**config.mk**
```make
export PLATFORM = sky130hd
export DESIGN_NAME = dice_referee
export DESIGN_NICKNAME = d
export VERILOG_FILES = /design/src/rtl/dice_referee.sv
export SDC_FILE = /design/constraint.sdc
export NUM_CORES = 1
export LEC_CHECK = 0
export ABC_AREA = 1
export CORE_MARGIN = 2
export CORE_UTILIZATION = 50
export DETAILED_ROUTE_END_ITERATION = 8
export MAX_ROUTING_LAYER = met4
export PLACE_DENSITY = 0.79
export SYNTH_ARGS = -nofsm -noshare
export SYNTH_HDL_FRONTEND = slang
export SYNTH_SLANG_ARGS = --single-unit
```
**constraint.sdc**
```tcl
create_clock -name clk -period 2.4 [get_ports clk]
set_input_delay 0.36 -clock clk [delete_from_list [all_inputs] [get_ports clk]]
set_output_delay 0.36 -clock clk [all_outputs]
set_load 0.005 [all_outputs]
```
**src/rtl/dice_referee.sv**
```systemverilog
// Two-player dice round referee: waits for both dice to settle after a roll,
// decides the round, keeps saturating scores and freezes the match on a win.
module dice_referee #(
  parameter int SETTLE_CYCLES = 300,
  parameter int WIN_SCORE     = 3
) (
  input  logic       clk,
  input  logic       rst,
  input  logic       start1,
  input  logic       start2,
  input  logic [3:0] dice1,
  input  logic [3:0] dice2,
  input  logic       clear,
  output logic [3:0] res1,
  output logic [3:0] res2,
  output logic [1:0] round_winner,
  output logic       result_valid,
  output logic       bad_roll,
  output logic [3:0] score1,
  output logic [3:0] score2,
  output logic [1:0] winner,
  output logic       finish,
  output logic       busy
);

  typedef enum logic [2:0] {IDLE, ROLL, SETTLE, DECIDE, OVER} state_t;

  localparam logic [9:0] CNT_LAST = 10'(SETTLE_CYCLES - 1);
  localparam logic [3:0] WIN      = 4'(WIN_SCORE);

  state_t     state_reg, state_next;
  logic [9:0] cnt_reg, cnt_next;
  logic [3:0] snap1_reg, snap1_next, snap2_reg, snap2_next;
  logic [3:0] res1_reg, res1_next, res2_reg, res2_next;
  logic [1:0] rw_reg, rw_next;
  logic       rv_reg, rv_next, bad_reg, bad_next;
  logic [3:0] score1_reg, score1_next, score2_reg, score2_next;
  logic [1:0] winner_reg, winner_next;
  logic       any_start;
  logic [3:0] s1_inc, s2_inc;

  assign any_start = start1 | start2;
  assign s1_inc    = (score1_reg == 4'd15) ? 4'd15 : score1_reg + 4'd1;
  assign s2_inc    = (score2_reg == 4'd15) ? 4'd15 : score2_reg + 4'd1;

  always_ff @(posedge clk or posedge rst) begin
    if (rst) begin
      state_reg  <= IDLE;
      cnt_reg    <= '0;
      snap1_reg  <= '0;
      snap2_reg  <= '0;
      res1_reg   <= '0;
      res2_reg   <= '0;
      rw_reg     <= '0;
      rv_reg     <= 1'b0;
      bad_reg    <= 1'b0;
      score1_reg <= '0;
      score2_reg <= '0;
      winner_reg <= '0;
    end else begin
      state_reg  <= state_next;
      cnt_reg    <= cnt_next;
      snap1_reg  <= snap1_next;
      snap2_reg  <= snap2_next;
      res1_reg   <= res1_next;
      res2_reg   <= res2_next;
      rw_reg     <= rw_next;
      rv_reg     <= rv_next;
      bad_reg    <= bad_next;
      score1_reg <= score1_next;
      score2_reg <= score2_next;
      winner_reg <= winner_next;
    end
  end

  always_comb begin
    state_next  = state_reg;
    cnt_next    = cnt_reg;
    snap1_next  = snap1_reg;
    snap2_next  = snap2_reg;
    res1_next   = res1_reg;
    res2_next   = res2_reg;
    rw_next     = rw_reg;
    rv_next     = 1'b0;
    bad_next    = 1'b0;
    score1_next = score1_reg;
    score2_next = score2_reg;
    winner_next = winner_reg;

    case (state_reg)
      IDLE: begin
        if (any_start) state_next = ROLL;
      end
      ROLL: begin
        if (!any_start) begin
          state_next = SETTLE;
          snap1_next = dice1;
          snap2_next = dice2;
          cnt_next   = '0;
        end
      end
      SETTLE: begin
        if (any_start) begin
          state_next = ROLL;
        end else if (dice1 != snap1_reg || dice2 != snap2_reg) begin
          // Any movement on either die restarts the stability window.
          snap1_next = dice1;
          snap2_next = dice2;
          cnt_next   = '0;
        end else if (cnt_reg == CNT_LAST) begin
          state_next = DECIDE;
        end else begin
          cnt_next = cnt_reg + 10'd1;
        end
      end
      DECIDE: begin
        res1_next = snap1_reg;
        res2_next = snap2_reg;
        rv_next   = 1'b1;
        if (snap1_reg > 4'd9 || snap2_reg > 4'd9) begin
          rw_next  = 2'b00;
          bad_next = 1'b1;
        end else if (snap1_reg > snap2_reg) begin
          rw_next     = 2'b01;
          score1_next = s1_inc;
        end else if (snap2_reg > snap1_reg) begin
          rw_next     = 2'b10;
          score2_next = s2_inc;
        end else begin
          rw_next = 2'b11;
        end
        // Only one score moves per round, so at most one player can hit the target.
        if (score1_next == WIN) begin
          state_next  = OVER;
          winner_next = 2'b01;
        end else if (score2_next == WIN) begin
          state_next  = OVER;
          winner_next = 2'b10;
        end else begin
          state_next = IDLE;
        end
      end
      OVER: begin
        state_next = OVER;
      end
      default: begin
        state_next = IDLE;
      end
    endcase

    if (clear) begin
      state_next  = IDLE;
      cnt_next    = '0;
      res1_next   = '0;
      res2_next   = '0;
      rw_next     = 2'b00;
      rv_next     = 1'b0;
      bad_next    = 1'b0;
      score1_next = '0;
      score2_next = '0;
      winner_next = 2'b00;
    end
  end

  assign res1         = res1_reg;
  assign res2         = res2_reg;
  assign round_winner = rw_reg;
  assign result_valid = rv_reg;
  assign bad_roll     = bad_reg;
  assign score1       = score1_reg;
  assign score2       = score2_reg;
  assign winner       = winner_reg;
  assign finish       = (state_reg == OVER);
  assign busy         = (state_reg == ROLL) || (state_reg == SETTLE);

endmodule

```
==> results by stage <==
CTS:
- The number of clock buffers added by TritonCTS is 5.
- No sink is reached through more buffers than the 2 on the longest clock path.
- Clock-pin slew was measured on the worst setup and hold paths at 0.08 ns.
- The clock sink count is 43.
- The number of hold buffers added after CTS was 0.
- The TritonCTS clock tree is yes.
- Clock latency on the worst-skew pair, taken at its later pin, is 0.30 ns.
- The number of H-tree levels is 2.
- Once the clock tree was built, the resizer swapped 0 gates to a different size.
- The number of post-CTS setup repair buffers is 0.
- The clock tree root buffer cell is clkbuf_8.

Route:
- The first detailed-routing pass took 4 iterations.
- The count of nets left with antenna violations once routing finished came out at 0.
- The routed wirelength normalized by instance count is 12.3 um.
- After the first detailed-routing iteration, the DRC count stood at 153.
- Summing over every cut layer, the via total after detailed routing is 2234.
- Dividing the detail-routed via count by the number of cells gives about 5.2.
- The final wirelength is 5290 um.
- The number of remaining DRC errors is 0.

Pwr:
- The power density relative to cell area is around 800 nW/um2.
- The worst ir drop on vdd is between 500 and 600 uV.
- The static leakage is 1.42 nW.

Run status:
- The flow ran to the end, and the final reports show no timing, DRC or antenna violations.

Setup path:
- The maximum fanout along the worst path is 6.
- The number of cells on the worst reg-to-reg path is 14.
- The worst reg2reg path startpoint is snap1_reg[2]$_DFFE_PP0P_.
- The worst setup path is captured at a flop.
- The critical path is of the flop to flop type.
- The endpoint identified for the worst register-to-register timing path is winner[1]$_DFFE_PP0P_.
- STA classifies the critical path startpoint as a flop.
- The worst setup path endpoint is winner[1]$_DFFE_PP0P_.
- For flop-to-flop paths, the worst setup slack is 0.27 ns.
- STA puts the critical path data arrival time at 2.32 ns.
- The data required time of the critical path is approximately 2.6 ns.
- The start point of the critical path is snap1_reg[2]$_DFFE_PP0P_.

STA:
- Setup violations remaining at the end of the flow were counted as 0.
- In this run the tightest slew margin relative to its limit is 64.8%.
- Derived from the worst setup path, the maximum achievable clock frequency is 0.468 GHz.
- Setup total negative slack on the finished layout was measured at 0 ns.
- The final hold violation count is 0.
- The fraction of the cycle the final worst path needs is just under 90%.
- The post-route minimum period is 2.13 ns.
- The transition at the pin with the smallest max-transition slack is 0.527 ns.
- Setup repair after global routing left no endpoint under its margin.
- The count of final max-slew check failures is 0.
- The final worst clock skew is around 0.008 ns.

Synthesis:
- The count of distinct cell types in the synthesized netlist is 31.
- The share of the yosys chip area belonging to registers is 43.0%.
- Counting every instance in the synthesized netlist gives 319.
- The number of nets produced by synthesis is 339.
- Summing every instance area after synthesis gives 2500 um2.
- The post-synthesis average cell area is 7.84 um2.
- For this run, the number of Yosys warnings is 0.
- The synthesized design contains 43 register bits.

Global routing:
- The first global-routing pass estimated 9170 um of wire.
- In the global route stage, overall resource usage came out at between 20 and 25%.
- The largest net degree at the start of global routing is 44.
- The initial antenna violation count was 0.
- The number of global-route vias before repair is 2105.
- The global-route congestion overflow total is 0.

Cells and area:
- The commonest non-fill, non-tap cell in the layout is nand2_1.
- The top cell types in the final layout, fill and taps aside, are 67 x nand2_1, 48 x inv_1, 43 x dfrtp_1, 36 x clkdlybuf4s50_1.
- The register area is 1080 um2.
- The area added between synthesis and finish is 20.9%.
- The net count of the finished layout is 381.
- The layout filler cell count is ~440.
- The register with the most flip-flops in the layout has 10 of them.
- The proportion of layout cells with a drive suffix above 1 is 10.2%.
- The count of antenna diodes in the layout is 0.
- The utilization after layout is around 63%.
- The area of the multi-input gates is 1200 um2.

Place:
- The routability-driven placement congestion ratio is ~0.91.
- The count of buffers added on input and output ports is 36.
- The total half-perimeter wirelength after legalization and detailed placement is 4070 um.

Min path:
- The worst min-delay path category is primary input to async pin.

Floorplanning:
- The die width is 74.7 um.
- The initialized floorplan defines 25 standard-cell rows.
- The starting utilization of the core area is between 50% and 60%.
- The die covers ~5600 um2.
- Measured along the y axis, the die boundary spans 74.7 um.
- The number of top-level pins is 37.
- After floorplanning, the core was sized to cover about 4800 um2.

Flow run:
- The max capacitance violation total is 0.
## synthesized netlist by cell type, drive strengths merged
| master | n | area share (%) |
|---|---|---|
| a31oi | 1 | 0.25 |
| o22ai | 8 | 2.0 |
| dfrtp | 43 | 43 |
| nand2 | 77 | 13 |
| nand3 | 31 | 7.1 |
| xor2 | 1 | 0.35 |
| nand4 | 10 | 2.5 |
| nor2 | 33 | 6.5 |
| a21oi | 12 | 2.7 |
| mux2 | 3 | 1.4 |
| o31ai | 1 | 0.30 |
| buf | 4 | 1.2 |
| xnor2 | 6 | 2.1 |
| nor4 | 2 | 0.50 |
| inv | 50 | 7.5 |
| ha | 7 | 3.5 |
| clkbuf | 1 | 0.15 |
| o21a | 3 | 0.90 |
| o21ai | 20 | 4.2 |
| nor3 | 6 | 1.4 |
## worst min path at each step
stage,startpoint,to,slack (ns)
floorplan,clear,state_reg[2]$_DFFE_PP0P_,0.42
global placement,cnt_reg[8]$_DFFE_PP0P_,cnt_reg[8]$_DFFE_PP0P_,0.47
detailed placement,cnt_reg[8]$_DFFE_PP0P_,cnt_reg[8]$_DFFE_PP0P_,0.50
CTS,rst,snap2_reg[0]$_DFFE_PP0P_,0.51
global route,cnt_reg[8]$_DFFE_PP0P_,cnt_reg[8]$_DFFE_PP0P_,0.53
finish,rst,snap2_reg[1]$_DFFE_PP0P_,0.49
## metrics by stage
| step | setup slack, ns | instances | power, mW | hold slack [ns] | instance area, um2 |
|---|---|---|---|---|---|
| after CTS | 0.280 | 429 | 2.39 | 0.509 | 3020 |
| after detailed placement | 0.313 | 421 | 1.94 | 0.497 | 2940 |
| final | 0.265 | 429 | 2.37 | 0.487 | 3020 |
| after floorplan | 0.540 | 319 | 1.71 | 0.416 | 2500 |
| after global placement | 0.330 | 421 | 1.90 | 0.467 | 2940 |
| after global routing | 0.0928 | 429 | 2.55 | 0.527 | 3020 |
## worst max-delay path: stages, from the launching register on
cell and delay, ns:
dfrtp_1 0.45, inv_1 0.11, ha_1 0.30, nand2_1 0.09
inv_1 0.06, nand2_2 0.11, nand2_2 0.13, nor2_4 0.16
nand4_1 0.10, nand2_1 0.13, nand3_2 0.10, nand2_2 0.09
nand2_2 0.06, nand3_1 0.09, nand2_1 0.06
## routing by layer
| layer | GRT usage [%] | wire length (um) |
|---|---|---|
| met1 | 27.6 | 2410 |
| met2 | 35.6 | 2500 |
| met3 | 5.09 | 288 |
| met4 | 7.14 | 95 |
| met5 | - | 0 |
## cell type report
cell class / count / share of cell area [%]
multi-input cells: 221 / 39.8
inverters: 50 / 6.21
clock inverters: 1 / 0.166
well taps: 67 / 2.77
repair buffers: 40 / 12.9
flip-flops and latches: 43 / 35.6
clock buffers: 7 / 2.52
## where the power goes
part           internal [mW]  switching, mW
sequential             0.808          0.107
clock                  0.204          0.241
combinational          0.381          0.626
total                   1.39          0.974
## cells by family after synthesis
kind of cell    share of synthesized area [%]
fa+ha+maj                                3.50
buf+inv                                  8.81
xor+xnor                                 2.45
compound gates                           10.3
flops                                    43.0
simple gates                             30.5
mux                                      1.35
Power figures use the tool's default switching activity.
